File: config.mk
export PLATFORM = sky130hd
export DESIGN_NAME = teclado_matriz
export DESIGN_NICKNAME = d
export VERILOG_FILES = /design/src/rtl/teclado_matriz_pkg.sv /design/src/rtl/teclado_debounce.sv /design/src/rtl/teclado_matriz.sv
export SDC_FILE = /design/constraint.sdc
export NUM_CORES = 1
export LEC_CHECK = 0
export CAP_MARGIN = 25
export CORE_MARGIN = 2
export CORE_UTILIZATION = 46
export CTS_CLUSTER_DIAMETER = 120
export DETAILED_ROUTE_END_ITERATION = 12
export PLACE_DENSITY_LB_ADDON = 0.2
export SYNTH_ARGS = -nofsm -noshare
export SYNTH_HDL_FRONTEND = slang
export SYNTH_HIERARCHICAL = 1
export SYNTH_SLANG_ARGS = --single-unit
File: constraint.sdc
create_clock -name clk -period 1.5 [get_ports clk]
set_input_delay 0.3 -clock clk [delete_from_list [all_inputs] [get_ports clk]]
set_output_delay 0.3 -clock clk [all_outputs]
set_load 0.05 [all_outputs]
File: src/rtl/teclado_matriz_pkg.sv
// Shared types and key map for the 4x4 keypad scanner.
// State encoding, 4-bit key codes and the (row, column) -> code lookup.
package teclado_matriz_pkg;

  typedef enum logic [1:0] {
    ST_SCAN     = 2'd0,
    ST_DEBOUNCE = 2'd1,
    ST_HELD     = 2'd2,
    ST_RELEASE  = 2'd3
  } state_e;

  localparam logic [3:0] KEY_0    = 4'h0;
  localparam logic [3:0] KEY_1    = 4'h1;
  localparam logic [3:0] KEY_2    = 4'h2;
  localparam logic [3:0] KEY_3    = 4'h3;
  localparam logic [3:0] KEY_4    = 4'h4;
  localparam logic [3:0] KEY_5    = 4'h5;
  localparam logic [3:0] KEY_6    = 4'h6;
  localparam logic [3:0] KEY_7    = 4'h7;
  localparam logic [3:0] KEY_8    = 4'h8;
  localparam logic [3:0] KEY_9    = 4'h9;
  localparam logic [3:0] KEY_A    = 4'hA;
  localparam logic [3:0] KEY_B    = 4'hB;
  localparam logic [3:0] KEY_C    = 4'hC;
  localparam logic [3:0] KEY_D    = 4'hD;
  localparam logic [3:0] KEY_STAR = 4'hE;
  localparam logic [3:0] KEY_HASH = 4'hF;

  function automatic logic [3:0] key_code(input logic [1:0] row_idx,
                                          input logic [1:0] col_idx);
    logic [3:0] code;
    case ({row_idx, col_idx})
      4'b00_00: code = KEY_1;
      4'b00_01: code = KEY_2;
      4'b00_10: code = KEY_3;
      4'b00_11: code = KEY_A;
      4'b01_00: code = KEY_4;
      4'b01_01: code = KEY_5;
      4'b01_10: code = KEY_6;
      4'b01_11: code = KEY_B;
      4'b10_00: code = KEY_7;
      4'b10_01: code = KEY_8;
      4'b10_10: code = KEY_9;
      4'b10_11: code = KEY_C;
      4'b11_00: code = KEY_STAR;
      4'b11_01: code = KEY_0;
      4'b11_10: code = KEY_HASH;
      4'b11_11: code = KEY_D;
      default:  code = KEY_0;
    endcase
    return code;
  endfunction

  // Several rows at once: the lowest-index row is the one reported.
  function automatic logic [1:0] lowest_row(input logic [3:0] rows);
    logic [1:0] idx;
    if (rows[0])      idx = 2'd0;
    else if (rows[1]) idx = 2'd1;
    else if (rows[2]) idx = 2'd2;
    else              idx = 2'd3;
    return idx;
  endfunction

endpackage

File: src/rtl/teclado_debounce.sv
// Stable-count debouncer shared by the press and release phases.
// done_o is high once match_i has held for DEBOUNCE_CYCLES consecutive cycles.
module teclado_debounce #(
  parameter int unsigned DEBOUNCE_CYCLES = 3
) (
  input  logic clk_i,
  input  logic rst_i,
  input  logic clear_i,
  input  logic match_i,
  output logic done_o
);

  localparam int unsigned CW = $clog2(DEBOUNCE_CYCLES + 1);
  localparam logic [CW-1:0] CNT_MAX = CW'(DEBOUNCE_CYCLES);

  logic [CW-1:0] cnt_q, cnt_d;

  always_comb begin
    cnt_d = cnt_q;
    if (clear_i || !match_i) cnt_d = '0;
    else if (cnt_q != CNT_MAX) cnt_d = cnt_q + 1'b1;
  end

  always_ff @(posedge clk_i or posedge rst_i) begin
    if (rst_i) cnt_q <= '0;
    else       cnt_q <= cnt_d;
  end

  assign done_o = (cnt_q == CNT_MAX);

endmodule

File: src/rtl/teclado_matriz.sv
// 4x4 matrix keypad scanner: rotating column drive, debounced press/release, key_valid strobe.
// Define TECLADO_SYNC_EN to add a 2-flop synchronizer on the row inputs.
module teclado_matriz
  import teclado_matriz_pkg::*;
#(
  parameter int unsigned SCAN_CYCLES     = 4,
  parameter int unsigned DEBOUNCE_CYCLES = 3
) (
  input  logic       clk,
  input  logic       rst,
  input  logic [3:0] entrada_teclado,
  output logic [3:0] saida_conf_teclado,
  output logic [3:0] bcd_out,
  output logic       key_valid,
  output state_e     state_dbg_o
);

  localparam int unsigned SW = $clog2(SCAN_CYCLES);
  localparam logic [SW-1:0] SCAN_LAST = SW'(SCAN_CYCLES - 1);

  logic [3:0] rs;

`ifdef TECLADO_SYNC_EN
  logic [3:0] sync1_q, sync2_q;
  always_ff @(posedge clk or posedge rst) begin
    if (rst) begin
      sync1_q <= '0;
      sync2_q <= '0;
    end else begin
      sync1_q <= entrada_teclado;
      sync2_q <= sync1_q;
    end
  end
  assign rs = sync2_q;
`else
  assign rs = entrada_teclado;
`endif

  state_e        state_q, state_d;
  logic [1:0]    col_q, col_d;
  logic [SW-1:0] scan_cnt_q, scan_cnt_d;
  logic [3:0]    cap_q, cap_d;
  logic [3:0]    bcd_q, bcd_d;
  logic          valid_q, valid_d;
  logic          dbc_clear, dbc_match, dbc_done;

  teclado_debounce #(.DEBOUNCE_CYCLES(DEBOUNCE_CYCLES)) u_debounce (
    .clk_i   (clk),
    .rst_i   (rst),
    .clear_i (dbc_clear),
    .match_i (dbc_match),
    .done_o  (dbc_done)
  );

  always_comb begin
    state_d    = state_q;
    col_d      = col_q;
    scan_cnt_d = scan_cnt_q;
    cap_d      = cap_q;
    bcd_d      = bcd_q;
    valid_d    = 1'b0;
    dbc_clear  = 1'b0;
    dbc_match  = 1'b0;
    case (state_q)
      ST_SCAN: begin
        dbc_clear = 1'b1;
        // Detection wins over a same-cycle advance, so the pre-advance column is captured.
        if (rs != 4'b0) begin
          cap_d      = rs;
          scan_cnt_d = '0;
          state_d    = ST_DEBOUNCE;
        end else if (scan_cnt_q == SCAN_LAST) begin
          scan_cnt_d = '0;
          col_d      = col_q + 2'd1;
        end else begin
          scan_cnt_d = scan_cnt_q + 1'b1;
        end
      end
      ST_DEBOUNCE: begin
        dbc_match = (rs == cap_q);
        if (rs != cap_q) begin
          col_d      = col_q + 2'd1;
          scan_cnt_d = '0;
          state_d    = ST_SCAN;
        end else if (dbc_done) begin
          bcd_d   = key_code(lowest_row(cap_q), col_q);
          valid_d = 1'b1;
          state_d = ST_HELD;
        end
      end
      ST_HELD: begin
        dbc_clear = 1'b1;
        if (rs == 4'b0) state_d = ST_RELEASE;
      end
      ST_RELEASE: begin
        dbc_match = (rs == 4'b0);
        if (rs != 4'b0) begin
          state_d = ST_HELD;
        end else if (dbc_done) begin
          col_d      = col_q + 2'd1;
          scan_cnt_d = '0;
          state_d    = ST_SCAN;
        end
      end
      default: state_d = ST_SCAN;
    endcase
  end

  always_ff @(posedge clk or posedge rst) begin
    if (rst) begin
      state_q    <= ST_SCAN;
      col_q      <= 2'd0;
      scan_cnt_q <= '0;
      cap_q      <= 4'b0;
      bcd_q      <= KEY_0;
      valid_q    <= 1'b0;
    end else begin
      state_q    <= state_d;
      col_q      <= col_d;
      scan_cnt_q <= scan_cnt_d;
      cap_q      <= cap_d;
      bcd_q      <= bcd_d;
      valid_q    <= valid_d;
    end
  end

  // Decoded straight from a 2-bit register, so the drive is one-hot in every state.
  assign saida_conf_teclado = 4'b0001 << col_q;
  assign bcd_out            = bcd_q;
  assign key_valid          = valid_q;
  assign state_dbg_o        = state_q;

endmodule

==> results.md <==
- Max H-tree Level: 1
- Asr flop ratio synth: 1.00
- DRT iter0 DRCs: 18
- Status: complete, but fails checks
- Critical Path Sink Type: register
- Worst slew margin: 0.752
- Io pins: 17
- Tightest Hold Check Type: input port to asynchronous set/reset pin
- Net Count, Synth: approximately 110
- Core Area: 2170 um2
- Commonest cells in the netlist: dfrtp_1 (17), inv_1 (9), ha_1 (8), nor2_1 (8)
- Post-CTS Hold Buffers: 0
- Post-synthesis register bit count: 17
- Share of the synthesized area in the top cell type: 0.412
- FP Rows: 17
- Total of max-cap violations: 0
- Nets: 158
- Mean routed wirelength per cell: 16.1 um
- Final setup skew: 3.37 ps
- DRC: 0
- Crit path from: cap_q[0]$_DFFE_PP0P_
- Die ar.: 2640 um2
- Antenna violations before repair: 0
- Total number of vias: about 900
- Final WL: ~2.8 mm
- Root Driver: clkbuf_4
- Vias in the first global route: between 900 and 1k
- Largest net degree at the start of global routing: 11
- Initial Util: 0.476
- R2R Path Start: cap_q[0]$_DFFE_PP0P_
- Synth Flop Type: dfrtp_1
- CTS Buf Count: 3
- Placed Instance Area: 1490 um2
- All-Layer GR Usage: 0.226
- Critical path data arrival time: approximately 1900 ps
- Clock transition at path regs: approximately 90 ps
- Dominant cells by area after synthesis: dfrtp_1 (41%), ha_1 (9.7%), mux2_2 (5.4%), xor2_1 (4.2%), inv_1 (3.3%)
- Number of enable flip-flop cells after synthesis: 0
- P_leak: between 0.0008 and 0.0009 uW
- Post-route setup slack: -171 ps
- Hpwl dp: 1.76 mm
- CTS sink cnt: 17
- Synthesized area: between 1000 and 1500 um2
- Syn Inst Count: 95
- Setup Viol. Count Final: 13
- Seq/Total Area, Yosys: 0.412
- Worst-Margin Slew: about 370 ps
- Final Hold Vio Count: 0
- Syn_area_per_cell: 10.9 um2
- Die height: around 51 um
- Worst hold slack: 187 ps
- Design Power: between 3000 and 4000 uW
- Vias per inst: between 5 and 6
- WS Path Type: register to register
- GP Congestion: 0.750
- Area grow syn2layout: 70.5%
- Final antenna-violating net count: 0
- Final Max Slew Viols: 0
- Cell Pwr Density: about 1900 nW/um2
- DR pass1 iterations: 4
- Share of cells above drive strength 1: 0.545
- Final min period: 1670 ps
- CTS max path bufs: 2
- Crit-path max FO: 5
- Yosys top cell by area: dfrtp_1
- GRT Residual Overflow: 0
- First-pass GRT wire length: 4.35 mm
- Util after Layout: 0.812
- Max Freq: 599 MHz
- Finished Cell Area: 1760 um2
- CTS tree: done
- Ys Warns: 6
- Worst setup SP type: register
- IO Port Bufs: 16
- RSZ-0062 raised after global routing: yes
- Worst ir drop on vdd: approximately 1200 uV
- Skew-Pair Late Insertion Delay: 290 ps
- DIE WIDTH: 51.4 um
- WP data required: 1680 ps
- Crit share post-route: 1.11
- Violated checks: negative setup slack
- Distinct cells, synth: 35
- Top-count cell post-synth: dfrtp_1
- # diodes: 0
[area by class of cell]
type | instances | area [um2]
fillers | 131 | 408
well taps | 28 | 35.0
multi-input cells | 66 | 686
clock buffers | 4 | 26.3
repair buffers | 47 | 548
flip-flops and latches | 17 | 428
inverters | 9 | 38.8
[flip-flops by register name, summed over array words and instances, names as in the netlist]
signal and cells:
key_valid 1, bcd_out 4, scan_cnt_q 2, u_debounce/cnt_q 2, col_q 2, cap_q 4, state_dbg_o 2
[power breakdown]
part / leakage (uW) / internal (uW) / switching, uW
logic: 0.000591 / 1200 / 1100
registers: 0.000220 / 572 / 145
clock network: 0.0000150 / 103 / 138
total: 0.000826 / 1870 / 1390
[critical path, cell delays in order (launching register included)]
cell	delay [ps]
dfrtp_1	420
xor2_2	170
nor4_4	340
buf_4	190
nand3_4	110
mux2_4	320
[per-layer routing]
layer	up-vias	track usage	wire length, um
met1	456	0.273	1080
met2	22	0.387	1510
met3	11	0.0263	75
met5	-	0	0
met4	0	0.127	87
li1	431	-	-
[metrics by stage]
stage	setup WS (ps)	instances	setup TNS, ps
6_report	-171	171	-1240
3_5_place_dp	-576	156	-7360
4_1_cts	-135	168	-945
3_3_place_gp	-460	156	-6330
5_1_grt	-225	171	-2210
2_1_floorplan	-113	95	-430
[timing repair]
item	CTS	global route
pin swaps	12	8
setup endpoints to repair	21	16
gates resized for setup	27	13
setup buffers	8	4
[cell usage in the layout (no fill, tap or decap), types with 2 or more instances in the layout]
cell / synthesis / final
inv_2: 0 / 2
a21oi_1: 5 / 4
dlygate4sd2_1: 0 / 4
dfrtp_2: 0 / 2
mux2_4: 1 / 3
xor2_2: 0 / 4
inv_1: 9 / 6
buf_6: 2 / 10
nand3_1: 2 / 2
clkbuf_4: 0 / 3
ha_1: 8 / 4
mux2_2: 5 / 3
buf_12: 0 / 12
dfrtp_1: 17 / 15
mux2i_1: 2 / 2
nand2_1: 4 / 4
a22o_1: 2 / 2
o21bai_1: 2 / 2
nor2_1: 8 / 7
ha_4: 0 / 4
nand2b_1: 2 / 2
buf_4: 0 / 20
[worst paths after layout]
path | endpoint | slack, ps | depth (start not counted)
max in group asynchronous | state_dbg_o[0]$_DFFE_PP0P_ | 880 | 3
setup / recovery | bcd_out[3]$_DFFE_PP0P_ | -170 | 5
setup reg to reg | bcd_out[3]$_DFFE_PP0P_ | -170 | 5
hold / removal | u_debounce/cnt_q[0]$_DFFE_PP0P_ | 190 | 2
min in group clk | cap_q[0]$_DFFE_PP0P_ | 470 | 3
hold reg to reg | scan_cnt_q[0]$_DFFE_PP0P_ | 480 | 1
[cell families (layout without fill, tap and decap cells)]
| family | count (synthesis) | after routing | share of synthesized area |
|---|---|---|---|
| multiplexers | 8 | 8 | 0.0884 |
| flip-flops | 17 | 17 | 0.412 |
| adder cells (fa/ha/maj) | 8 | 8 | 0.0969 |
| AND/OR/NAND/NOR | 22 | 22 | 0.131 |
| buffers and inverters | 12 | 60 | 0.0581 |
| AO/OA/AOI/OAI | 22 | 22 | 0.163 |
| XOR/XNOR | 6 | 6 | 0.0508 |
No activity file was read; power rests on OpenSTA's default activity.
